## config.mk

```make
export PLATFORM = sky130hd
export DESIGN_NAME = character_sprite_drawer
export DESIGN_NICKNAME = d
export VERILOG_FILES = /design/src/rtl/character_sprite_drawer.sv
export SDC_FILE = /design/constraint.sdc
export NUM_CORES = 1
export LEC_CHECK = 0
export BUFFER_PORTS_ARGS = -buffer_cell sky130_fd_sc_hd__buf_2
export CAP_MARGIN = 40
export CORE_UTILIZATION = 55
export DETAILED_ROUTE_END_ITERATION = 10
export GPL_ROUTABILITY_DRIVEN = 0
export PLACE_DENSITY_LB_ADDON = 0.1
export SLEW_MARGIN = 10
export SYNTH_ARGS = -nofsm -noshare
export SYNTH_HDL_FRONTEND = slang
export SYNTH_SLANG_ARGS = --single-unit
```

## constraint.sdc

```tcl
create_clock -name clock -period 12.33 [get_ports clock]
set_clock_uncertainty 0.1 [all_clocks]
set_input_delay 2.466 -clock clock [delete_from_list [all_inputs] [get_ports clock]]
set_output_delay 2.466 -clock clock [all_outputs]
set_load 0.005 [all_outputs]
```

## src/rtl/character_sprite_drawer.sv

```systemverilog
// Draws the 16x16 character sprite to the VGA plot port: erases the previous position, then draws the new one from a synchronous ROM.
// Optional: define SPRITE_SKIP_UNCHANGED_EN to skip erase/draw when the position has not changed since the last frame.
`timescale 1ns/1ps
module character_sprite_drawer #(
    parameter int         SPRITE_W    = 16,
    parameter int         SPRITE_H    = 16,
    parameter int         SCREEN_W    = 160,
    parameter int         SCREEN_H    = 120,
    parameter logic [2:0] BG_COLOUR   = 3'b000,
    parameter logic [2:0] TRANSPARENT = 3'b111
) (
    input  logic       clock,
    input  logic       resetn,
    input  logic       enable,
    input  logic [7:0] x_position,
    input  logic [7:0] y_position,
    output logic [7:0] rom_address,
    input  logic [2:0] rom_data,
    output logic [7:0] vga_x,
    output logic [6:0] vga_y,
    output logic [2:0] vga_colour,
    output logic       plot,
    output logic       done,
    output logic [2:0] debug_state
);

    // Handshake: enable is held high by the controller until it sees done;
    // done stays high in DONE while enable is high and falls one cycle after enable drops.

    localparam int PIX   = SPRITE_W * SPRITE_H;
    localparam int CNT_W = $clog2(PIX) + 1;
    localparam int COL_W = $clog2(SPRITE_W);
    localparam logic [CNT_W-1:0] LAST_ERASE = CNT_W'(PIX - 1);
    localparam logic [CNT_W-1:0] DRAW_END   = CNT_W'(PIX);

    typedef enum logic [2:0] {IDLE, LATCH, ERASE, PRIME, DRAW, DONE} state_t;

    state_t           state, state_next;
    logic [CNT_W-1:0] cnt;
    logic [7:0]       new_x, new_y, old_x, old_y;
    logic             old_valid;
    logic [8:0]       pipe_x, pipe_y;

    logic [COL_W-1:0]       col;
    logic [CNT_W-COL_W-1:0] row;
    logic [7:0]             base_x, base_y;
    logic [8:0]             sum_x, sum_y;

    assign debug_state = state;

    // Pixel coordinates for the current counter value, relative to the erase or draw origin
    assign col    = cnt[COL_W-1:0];
    assign row    = cnt[CNT_W-1:COL_W];
    assign base_x = (state == ERASE) ? old_x : new_x;
    assign base_y = (state == ERASE) ? old_y : new_y;
    assign sum_x  = {1'b0, base_x} + 9'(col);
    assign sum_y  = {1'b0, base_y} + 9'(row);

    always_ff @(posedge clock or negedge resetn) begin
        if (!resetn) begin
            state     <= IDLE;
            cnt       <= '0;
            new_x     <= '0;
            new_y     <= '0;
            old_x     <= '0;
            old_y     <= '0;
            old_valid <= 1'b0;
            pipe_x    <= '0;
            pipe_y    <= '0;
        end else begin
            state <= state_next;
            case (state)
                LATCH: begin
                    new_x <= x_position;
                    new_y <= y_position;
                    cnt   <= '0;
                end
                ERASE: cnt <= (cnt == LAST_ERASE) ? '0 : cnt + 1'b1;
                PRIME, DRAW: begin
                    // ROM data lags the address by a cycle, so the coordinates follow one stage behind
                    cnt    <= cnt + 1'b1;
                    pipe_x <= sum_x;
                    pipe_y <= sum_y;
                    if (state == DRAW && cnt == DRAW_END) begin
                        old_x     <= new_x;
                        old_y     <= new_y;
                        old_valid <= 1'b1;
                    end
                end
                default: ;
            endcase
        end
    end

    always_comb begin
        state_next  = state;
        rom_address = '0;
        vga_x       = '0;
        vga_y       = '0;
        vga_colour  = '0;
        plot        = 1'b0;
        done        = 1'b0;
        case (state)
            IDLE: if (enable) state_next = LATCH;
            LATCH: begin
`ifdef SPRITE_SKIP_UNCHANGED_EN
                if (old_valid && x_position == old_x && y_position == old_y)
                    state_next = DONE;
                else
                    state_next = old_valid ? ERASE : PRIME;
`else
                state_next = old_valid ? ERASE : PRIME;
`endif
            end
            ERASE: begin
                vga_x      = sum_x[7:0];
                vga_y      = sum_y[6:0];
                vga_colour = BG_COLOUR;
                plot       = (sum_x < 9'(SCREEN_W)) && (sum_y < 9'(SCREEN_H));
                if (cnt == LAST_ERASE) state_next = PRIME;
            end
            PRIME: state_next = DRAW;
            DRAW: begin
                rom_address = 8'(cnt);
                vga_x       = pipe_x[7:0];
                vga_y       = pipe_y[6:0];
                vga_colour  = rom_data;
                plot        = (rom_data != TRANSPARENT) &&
                              (pipe_x < 9'(SCREEN_W)) && (pipe_y < 9'(SCREEN_H));
                if (cnt == DRAW_END) state_next = DONE;
            end
            DONE: begin
                done = 1'b1;
                if (!enable) state_next = IDLE;
            end
            default: state_next = IDLE;
        endcase
    end

endmodule

```

# Yosys cells after proc, flatten, opt, wreduce, memory -nomap -nowiden

Index checks and enable logic that the tools add are counted.

Flip-flop bits (word level): 63
Input port bits: 22
Output and inout bits: 31
Word-level logic and storage cells: 53

Add/sub/neg operators: 3
Order comparisons: 4
Equality and inequality tests: 12
Mux-type cells: 16
Reductions and logical operators: 9

Operators by type and width:

| operator                                                                      | count |
|---|---|
| 9-bit one-hot mux with 3 select lines                                         | 1 |
| 8-bit 2-to-1 mux                                                              | 3 |
| 9-bit by 7-bit less-than comparator with 1-bit output (second input constant) | 2 |
| 9-bit by 8-bit less-than comparator with 1-bit output (second input constant) | 2 |
| 3-bit one-hot mux with 6 select lines                                         | 1 |
| 8-bit one-hot mux with 2 select lines                                         | 1 |
| 3-bit 2-to-1 mux                                                              | 5 |
| 7-bit one-hot mux with 2 select lines                                         | 1 |
| 8-bit by 4-bit adder with 9-bit output                                        | 1 |
| 8-bit by 5-bit adder with 9-bit output                                        | 1 |
| 9-bit by 1-bit adder with 9-bit output (second input constant)                | 1 |
| 9-bit by 8-bit == test with 1-bit output (second input constant)              | 1 |
| 9-bit == test (second input constant)                                         | 1 |
| 9-bit 2-to-1 mux                                                              | 1 |
| 3-bit by 2-bit == test with 1-bit output (second input constant)              | 2 |
| 3-bit == test (second input constant)                                         | 2 |
| 1-bit logical AND                                                             | 4 |
| 2-bit by 1-bit inequality test with 1-bit output (second input constant)      | 2 |
| 2-bit inequality test (second input constant)                                 | 2 |
| 4-bit AND reduction                                                           | 1 |
| 3-bit by 1-bit == test with 1-bit output (second input constant)              | 1 |
| 3-bit zero test                                                               | 1 |
| 3-bit inequality test (second input constant)                                 | 1 |
| 3-bit nonzero test                                                            | 1 |
| 4 further kinds                                                               | 5 |

# Logic depth before layout (Yosys ltp)

Gate-level depths: netlist (run 1).

Depth after elaboration: 6
Mapped depth: 16

# Worst setup path after synthesis (run 1)

No wires, ideal clock.

Kind: register -> output
Start point: reg state[1] (netlist: debug_state[1])
End point: out plot
Data arrival time: 3142 ps
Required time: 9764 ps
Setup slack: 6622 ps
Stages on the path, launching flop included: 16
Path buffers: 4
Path through: dfrtp_1 -> or3b_1 -> buf_2 -> buf_2 -> clkbuf_1 -> clkbuf_1 -> nand2_1 -> nand2_1 -> ha_1 -> inv_1 -> fa_1 -> o21ai_0 -> xnor2_1 -> nand4b_1 -> o221ai_1 -> o31ai_1

Word-level cells in the longest chain between the ends: 6
Elaborated cells on any way between the ends: 10

RTL lines:

| what                                                                                                                                  | line        | RTL |
|---|---|---|
| start, declared                                                                                                                       | 38          | `state_t state, state_next;` |
| start signal, assigned                                                                                                                | 71          | `state <= state_next;` |
| 3-bit by 2-bit == test with 1-bit output                                                                                              | 54, 55, 103 |  |
| 8-bit 2-to-1 mux, on equally long branches                                                                                            | 54, 55      |  |
| 8-bit by 4-bit adder with 9-bit output / 8-bit by 5-bit adder with 9-bit output (equally long branches)                               | 56, 57      |  |
| 9-bit by 8-bit less-than comparator with 1-bit output / 9-bit by 7-bit less-than comparator with 1-bit output (equally long branches) | 119         | `plot = (sum_x < 9'(SCREEN_W)) && (sum_y < 9'(SCREEN_H));` |
| 1-bit logical AND                                                                                                                     | 119         |  |
| 1-bit one-hot mux with 2 select lines (*)                                                                                             | 103         | `case (state)` |
| end, declared                                                                                                                         | 22          | `output logic plot,` |

Mark *: on every way between the ends. The rest lies on a longest branch, timed or not.

# Worst setup path after layout (run 1)

Same ends and word-level chain as after synthesis.

==> metrics.md, run 1 <==
| Metric | Value |
|---|---|
| Max Transition Viols Final | `0` |
| Final hold violations | `0` |
| Seq/Total Area, Yosys | `42.7%` |
| Sw Share | `42.2%` |
| Critical path capture point | `plot` |
| 1st-pass router iterations | `8` |
| Flops & latches, synth | `63` |
| CTS clk-pin slew, worst paths | `0.08 ns` |
| Diodes inserted | `0` |
| Drc violations | `14` |
| R2r startpoint | `debug_state[1]` |
| Tcrit/Tclk final | `50.6%` |
| Net switching power | `0.399 mW` |
| Synth cell count leaders | `nand2_1, dfrtp_1, o21ai_0` |
| Root buf cell | `clkbuf_8` |
| XOR/XNOR Fraction of Synth Area | `4.27%` |
| Final TNS setup | `0 ns` |
| Core ar. | `6420 µm²` |
| Largest net degree at the start of global routing | `64` |
| Clk_lat worst skew | `0.34 ns` |
| Largest family of logic cells by synthesized area | `simple AND/OR/NAND/NOR gates` |
| Post-Synthesis Cell Area | `3700 µm²` |
| Worst rel slew slack | `43.8%` |
| Seq pwr share | `36.1%` |
| Detailed Route WL | `8150 µm` |
| Max_cap viols | `0` |
| Top Ports | `53` |
| Total leakage power | `2.08 nW` |
| Mux cell area share after synthesis | `12.5%` |
| Post-synthesis instance total | `401` |
| Die X | `84.0 µm` |
| Worst-margin pin slew | `0.841 ns` |
| R2R Setup Slk | `9.18 ns` |
| Power share of the clock group | `18.9%` |
| Peak supply drop | `0.000132 V` |
| Worst Setup SP | `debug_state[1]` |
| Clock sink count | `63` |
| First-pass GRT wire length | `13,900 µm` |
| Critical path type | `flop to output port` |
| Drt first-iter violations | `174` |
| Top-count cell post-synth | `nand2_1` |
| Number of buffers added for setup after CTS | `0` |
| Synth Area in Compound Gates | `12.8%` |
| Fill cells | `556` |
| Crit path time final | `6.24 ns` |
| Top post-synthesis cells by area | `dfrtp_1, mux2_2, nand2_1` |
| R2r endpoint | `pipe_y[8]` |
| Hpwl dp | `5680 µm` |
| Site Rows | `29` |
| CTS resizes | `0` |
| Ys Warns | `0` |
| CP endpoint kind | `output port` |
| Routed via count | `3,001` |
| Global route total overflow | `0` |
| Max frequency | `0.160 GHz` |
| Status | `finished with violations` |
| Aggregate global-route resource usage | `25.2%` |
| Max clock buf depth | `2` |
| Hold buffer count at cts | `0` |
| EDFF count, synth | `0` |
| Die Ht | `84.0 µm` |
| Synth top area share | `42.7%` |
| Async SR Flop Fraction | `100%` |
| Pint | `0.547 mW` |
| Reg2reg path depth | `11` |
| Final setup fails | `0` |
| Min-delay worst type | `flop to flop` |
| Synth area leader | `dfrtp_1` |
| Number of global-route vias before repair | `2,896` |
| Post-Syn Area per Cell | `9.22 µm²` |
| Synthesis-to-finish area growth | `14.4%` |
| Unique masters post-synth | `45` |
| Share of layout cells above drive strength 1 | `24.6%` |
| Combinational share of power | `45.0%` |
| Initial Util | `57.5%` |
| Startpoint Class | `flop` |
| Post-synthesis share of cell area spent on and, or, nand and nor gates | `18.7%` |
| Power, Total | `0.946 mW` |
| Drt wl/cell | `15.3 µm` |
| Primary FF master, synth | `dfrtp_1` |
| Worst Path Arrival | `3.67 ns` |
| CTS tree | `yes` |
| CTS Buf Count | `9` |
| Vias/cell | `5.63` |
| Post-synth net total | `439` |
| Crit path max fanout | `36` |
| PwrDens | `224 nW/µm²` |
| Nets@finish | `489` |
| Total die area | `7050 µm²` |
| Adder and majority gate portion of the synthesized area | `5.82%` |
| Antenna violations before repair | `0` |
| Failing checks | `design-rule violations` |
| RSZ-0062 raised after global routing | `false` |
| WP data required | `9.76 ns` |
| Port Buffer Count | `52` |
| H-tree levels | `3` |
| Antenna Nets Post-Route | `0` |
-- registers in the layout, indices dropped and copies added (netlist names) --
signal / flops
new_y: 8
old_valid: 1
debug_state: 3
old_x: 8
pipe_x: 9
new_x: 8
pipe_y: 9
old_y: 8
cnt: 9
-- metal layers --
| metal | wire length (µm) | share of wire (%) | track usage [%] | vias to the layer above |
|---|---|---|---|---|
| met5 | 0 | 0 | 0 | - |
| met4 | 148 | 1.8 | 10.8 | 0 |
| met3 | 431 | 5.3 | 4.35 | 12 |
| met2 | 3540 | 43 | 37.8 | 103 |
| met1 | 4030 | 49 | 36.1 | 1407 |
| li1 | - | - | - | 1479 |
-- power groups by stage --
stage	clock network (mW)	registers [mW]	logic, mW
2_1_floorplan	0	0.314	0.324
5_1_grt	0.191	0.352	0.480
3_5_place_dp	0	0.345	0.422
4_1_cts	0.183	0.340	0.426
6_report	0.179	0.341	0.426
3_3_place_gp	0	0.341	0.410
-- kinds of logic after synthesis --
kind of cell	after synthesis
AOI/OAI and AO/OA	79
xor gates and xnor gates	18
adders and majority gates	16
buffers and inverters	30
DFF	63
muxes	42
and+or+nand+nor	153
-- cell type report --
type                       count  area (µm²)  area share (%)
clock buffer                   9         124            2.93
clock inverter                 7        72.6            1.72
inverter                      11        41.3           0.977
multi-input combinational    308        2010            47.6
sequential                    63        1580            37.3
tap                           77        96.3            2.28
timing repair buffer          58         305            7.22
-- worst min path at each step --
| stage | startpoint | endpoint | slack, ns | depth (start not counted) |
|---|---|---|---|---|
| 2_1_floorplan | old_valid | old_valid | 0.34 | 1 |
| 3_3_place_gp | pipe_x[0] | pipe_x[0] | 0.35 | 2 |
| 3_5_place_dp | pipe_x[0] | pipe_x[0] | 0.36 | 2 |
| 4_1_cts | pipe_x[0] | pipe_x[0] | 0.37 | 2 |
| 5_1_grt | pipe_x[0] | pipe_x[0] | 0.40 | 2 |
| 6_report | pipe_x[0] | pipe_x[0] | 0.37 | 2 |
-- per-stage QoR --
step	utilization [%]	hold slack (ns)	cell area, µm²	instances	worst slack, ns
floorplan	-	0.335	3700	401	6.62
global placement	62.8	0.350	4030	517	6.54
detailed placement	62.8	0.357	4030	517	6.51
CTS	65.8	0.374	4230	533	6.11
global route	65.8	0.404	4230	533	5.83
finish	65.8	0.370	4230	533	6.09
-- worst max-delay path: stages, from the launching register on --
cell	delay (ns)
dfrtp_1	0.63
or3b_1	0.40
buf_4	0.26
nand2_1	0.12
nand2_1	0.11
ha_1	0.33
o2bb2ai_1	0.59
nand2_1	0.13
o211ai_1	0.19
a21oi_1	0.09
o31ai_1	0.29
buf_2	0.17
-- placed cells by master, fill, tap and decap left out, types with 3 or more instances in the layout --
cell and count:
a21oi_1 15, a22o_1 6, a31oi_1 4, and2_1 11, buf_2 52, buf_4 6, clkbuf_8 9, dfrtp_1 63
ha_1 14, inv_1 11, mux2_2 34, mux2i_1 8, nand2_1 83, nand2b_1 6, nand3_1 8, nand4_1 4
nor2_1 25, nor3_1 3, o21ai_0 35, o31ai_1 4, xnor2_1 8, xor2_1 10
(Power assumes the default switching activity.)
==> inputs of run 2 (changes only) <==
- ABC_AREA: unset -> 1
- CORE_UTILIZATION: 55 -> 52
- clock period: 12.33 -> 5.7 ns (I/O delays scaled with it)
==> run 2 against run 1 <==
  * Core utilization shrank 4.0 points
  * Sequential power grew 97%
  * Combinational power grew to 2.6 times the previous value
  * Via count grew 8.5%
  * The flow now finishes without violations
  * Register-to-register slack lost 6.8 ns
  * Power grew 130%
  * Global-route usage shrank 0.38 points
  * Critical path type unchanged
  * Largest power group unchanged
==> metrics.md, run 2 <==
| Metric | Value |
|---|---|
| Status | `finished clean` |
| Nets@finish | `573 (+17%)` |
| Worst rel slew slack | `47.2% (+3.4 points)` |
| Aggregate global-route resource usage | `24.9% (-0.38 points)` |
| Crit path max fanout | `32 (-11%)` |
| Flops & latches, synth | `63 (unchanged)` |
| Port Buffer Count | `52 (unchanged)` |
| Slowest CP cell | `inv_1` |
| Clk_lat worst skew | `0.35 ns (about the same)` |
| Post-synthesis instance total | `486 (+21%)` |
| Final TNS setup | `0 ns (unchanged)` |
| Crit path time final | `4.91 ns` |
| Unique masters post-synth | `36 (-20%)` |
| Core ar. | `6790 µm² (+5.8%)` |
| Largest regs | `cnt (9), pipe_x (9), pipe_y (9)` |
| Hpwl dp | `6180 µm (+8.8%)` |
| Vias/cell | `5.12 (-9.1%)` |
| Min-delay worst type | `flop to flop` |
| CTS resizes | `0 (unchanged)` |
| Top-count cell post-synth | `nand2_1` |
| Diodes inserted | `0 (unchanged)` |
| Post-Synthesis Cell Area | `3640 µm² (-1.5%)` |
| Async SR Flop Fraction | `100% (unchanged)` |
| Worst-margin pin slew | `0.792 ns (-0.0493 ns)` |
| Initial Util | `53.6% (-4.0 points)` |
| Antenna Nets Post-Route | `0 (unchanged)` |
| Die X | `85.7 µm (+2.0%)` |
| Post-Syn Area per Cell | `7.49 µm² (-19%)` |
| Largest net degree at the start of global routing | `64 (unchanged)` |
| 1st-pass router iterations | `5 (-3)` |
| CP Cell Sequence | `nor2_4, nand2_4, inv_1, nand2_1, o21ai_0, ha_1, inv_1, fa_1, inv_1, nand3_1, nand2_1, nand2_1, nand2_1, nand3_1, nor2_1, nor2_1, nand4_1, nand2_1, buf_2` |
| CTS tree | `yes` |
| Tcrit/Tclk final | `86.2%` |
| Synthesis-to-finish area growth | `15.4%` |
| WP data required | `4.46 ns (-5.30 ns)` |
| CTS Buf Count | `9 (unchanged)` |
| Global route total overflow | `0 (unchanged)` |
| Primary FF master, synth | `dfrtp_1` |
| Startpoint Class | `flop` |
| Total die area | `7340 µm² (+4.1%)` |
| Site Rows | `30 (+3.4%)` |
| Root buf cell | `clkbuf_8` |
| Number of buffers added for setup after CTS | `0 (unchanged)` |
| Post-synthesis share of cell area spent on and, or, nand and nor gates | `25.9% (+7.2 points)` |
| Power, Total | `2.22 mW (+130%)` |
| XOR/XNOR Fraction of Synth Area | `1.44% (-2.8 points)` |
| Clock sink count | `63 (unchanged)` |
| Drt first-iter violations | `167 (-4.0%)` |
| Ys Warns | `0 (unchanged)` |
| Adder and majority gate portion of the synthesized area | `5.91% (+0.090 points)` |
| CP endpoint kind | `output port` |
| Max Transition Viols Final | `0 (unchanged)` |
| Drt wl/cell | `13.3 µm (-13%)` |
| CTS clk-pin slew, worst paths | `0.07 ns (about the same)` |
| Critical path type | `flop to output port` |
| Number of global-route vias before repair | `2,971 (+2.6%)` |
| PwrDens | `529 nW/µm² (+140%)` |
| Total leakage power | `2.20 nW (+5.7%)` |
| Seq/Total Area, Yosys | `43.3% (+0.66 points)` |
| Commonest non-fill, non-tap cell in the layout | `nand2_1` |
| Most common cell on crit path | `nand2_1` |
| Mux cell area share after synthesis | `0.619% (-12 points)` |
| Share of layout cells above drive strength 1 | `15.9% (-8.6 points)` |
| Max frequency | `0.204 GHz` |
| Top Ports | `53 (unchanged)` |
| Routed via count | `3,255 (+8.5%)` |
| CP top delay family | `simple AND/OR/NAND/NOR gates` |
| Final hold violations | `0 (unchanged)` |
| Synth area leader | `dfrtp_1` |
| Top post-synthesis cells by area | `dfrtp_1, nand2_1, o21ai_0` |
| RSZ-0062 raised after global routing | `false` |
| Synth cell count leaders | `nand2_1, dfrtp_1, inv_1` |
| Max clock buf depth | `2 (unchanged)` |
| Commonest non-fill, non-tap cells in the layout | `nand2_1, dfrtp_1, inv_1, o21ai_0, buf_2` |
| First-pass GRT wire length | `14,000 µm (+1.0%)` |
| Drc violations | `0 (-14)` |
| Worst Path Arrival | `3.67 ns (about the same)` |
| Antenna violations before repair | `0 (unchanged)` |
| Fill cells | `627 (+13%)` |
| EDFF count, synth | `0 (unchanged)` |
| Synth top area share | `43.3% (+0.66 points)` |
| Crit-path max cell delay | `0.56 ns (-0.07 ns)` |
| Final setup fails | `0 (unchanged)` |
| Synth Area in Compound Gates | `13.8% (+0.92 points)` |
| CP Buf/Inv Count | `4 (+2)` |
| Hold buffer count at cts | `0 (unchanged)` |
| Peak supply drop | `0.000235 V (+78%)` |
| Post-synth net total | `524 (+19%)` |
| H-tree levels | `3 (unchanged)` |
| Largest family of logic cells by synthesized area | `simple AND/OR/NAND/NOR gates` |
| Max_cap viols | `0 (unchanged)` |
| Detailed Route WL | `8460 µm (+3.8%)` |
| Die Ht | `85.7 µm (+2.0%)` |
## run 2: cell types whose count changed after synthesis, moves of 6 or more
cell,change
o21ai_1,+11
and2_1,-11
nand2b_1,-6
nand3_1,+15
a22o_1,-6
mux2_2,-32
nand2_1,+45
a21oi_1,+8
nor2_1,+12
o21ai_0,+20
xor2_1,-7
inv_1,+49
mux2i_1,-8
## run 2: worst paths after layout
kind                             end  depth (start not counted)      startpoint  slack (ns)
max                             plot                         19  debug_state[2]        0.79
min                         old_y[3]                          2        old_y[3]        0.39
max reg2reg                pipe_y[6]                         18  debug_state[2]        2.38
min reg2reg                 old_y[3]                          2        old_y[3]        0.39
max in group asynchronous   old_x[6]                          2          resetn        4.12
min in group asynchronous  pipe_y[2]                          2          resetn        0.85
## run 2: routing by layer
layer	GRT usage (%)	up-vias	share of wire, %
met4	8.64	0	1.6
met5	0	-	0
met1	34.4	1496	48
met3	4.33	12	4.2
met2	39.6	86	46
li1	-	1661	-
## run 2: area by class of cell
cell class              count  area (µm²)  area share (%)
multi-input cells         341        1730            41.3
flip-flops and latches     63        1580            37.5
repair buffers             56         305            7.27
inverters                  64         240            5.72
clock buffers              11         141            3.37
well taps                  96         120            2.86
clock inverters             5        81.3            1.94
## run 2: worst register-to-register path, cell delays in order (launching register included)
cell	delay [ns]
dfrtp_1	0.46
nor2_4	0.22
nand2_4	0.23
inv_1	0.56
nand2_1	0.11
o21ai_0	0.12
ha_1	0.23
inv_1	0.06
fa_1	0.40
inv_1	0.07
nand3_1	0.08
nand2_1	0.08
nand2_1	0.06
nand2_1	0.10
nand2_1	0.06
nand2_1	0.06
nand2_1	0.07
inv_1	0.06
o21ai_0	0.06
## run 2: cell families (layout without fill, tap and decap cells)
logic type,Yosys count,in the layout
adders and majority gates,16,16
DFF,63,63
and+or+nand+nor,220,220
xor gates and xnor gates,6,6
AOI/OAI and AO/OA,97,97
muxes,2,2
buffers and inverters,82,136
## run 2: stage by stage
stage	setup slack (ns)	area, µm²	cells	util, %	hold slack [ns]
after CTS	0.816	4200	636	61.8	0.393
final	0.787	4200	636	61.8	0.390
after global placement	1.34	3950	618	58.1	0.361
after floorplan	1.94	3640	486	-	0.329
after detailed placement	1.21	3980	620	58.5	0.375
after global routing	0.421	4200	636	61.8	0.417
## run 2: where the power goes
group | total (mW) | switching, mW | internal [mW]
clock network | 0.440 | 0.182 | 0.258
logic | 1.11 | 0.737 | 0.372
registers | 0.673 | 0.0904 | 0.582
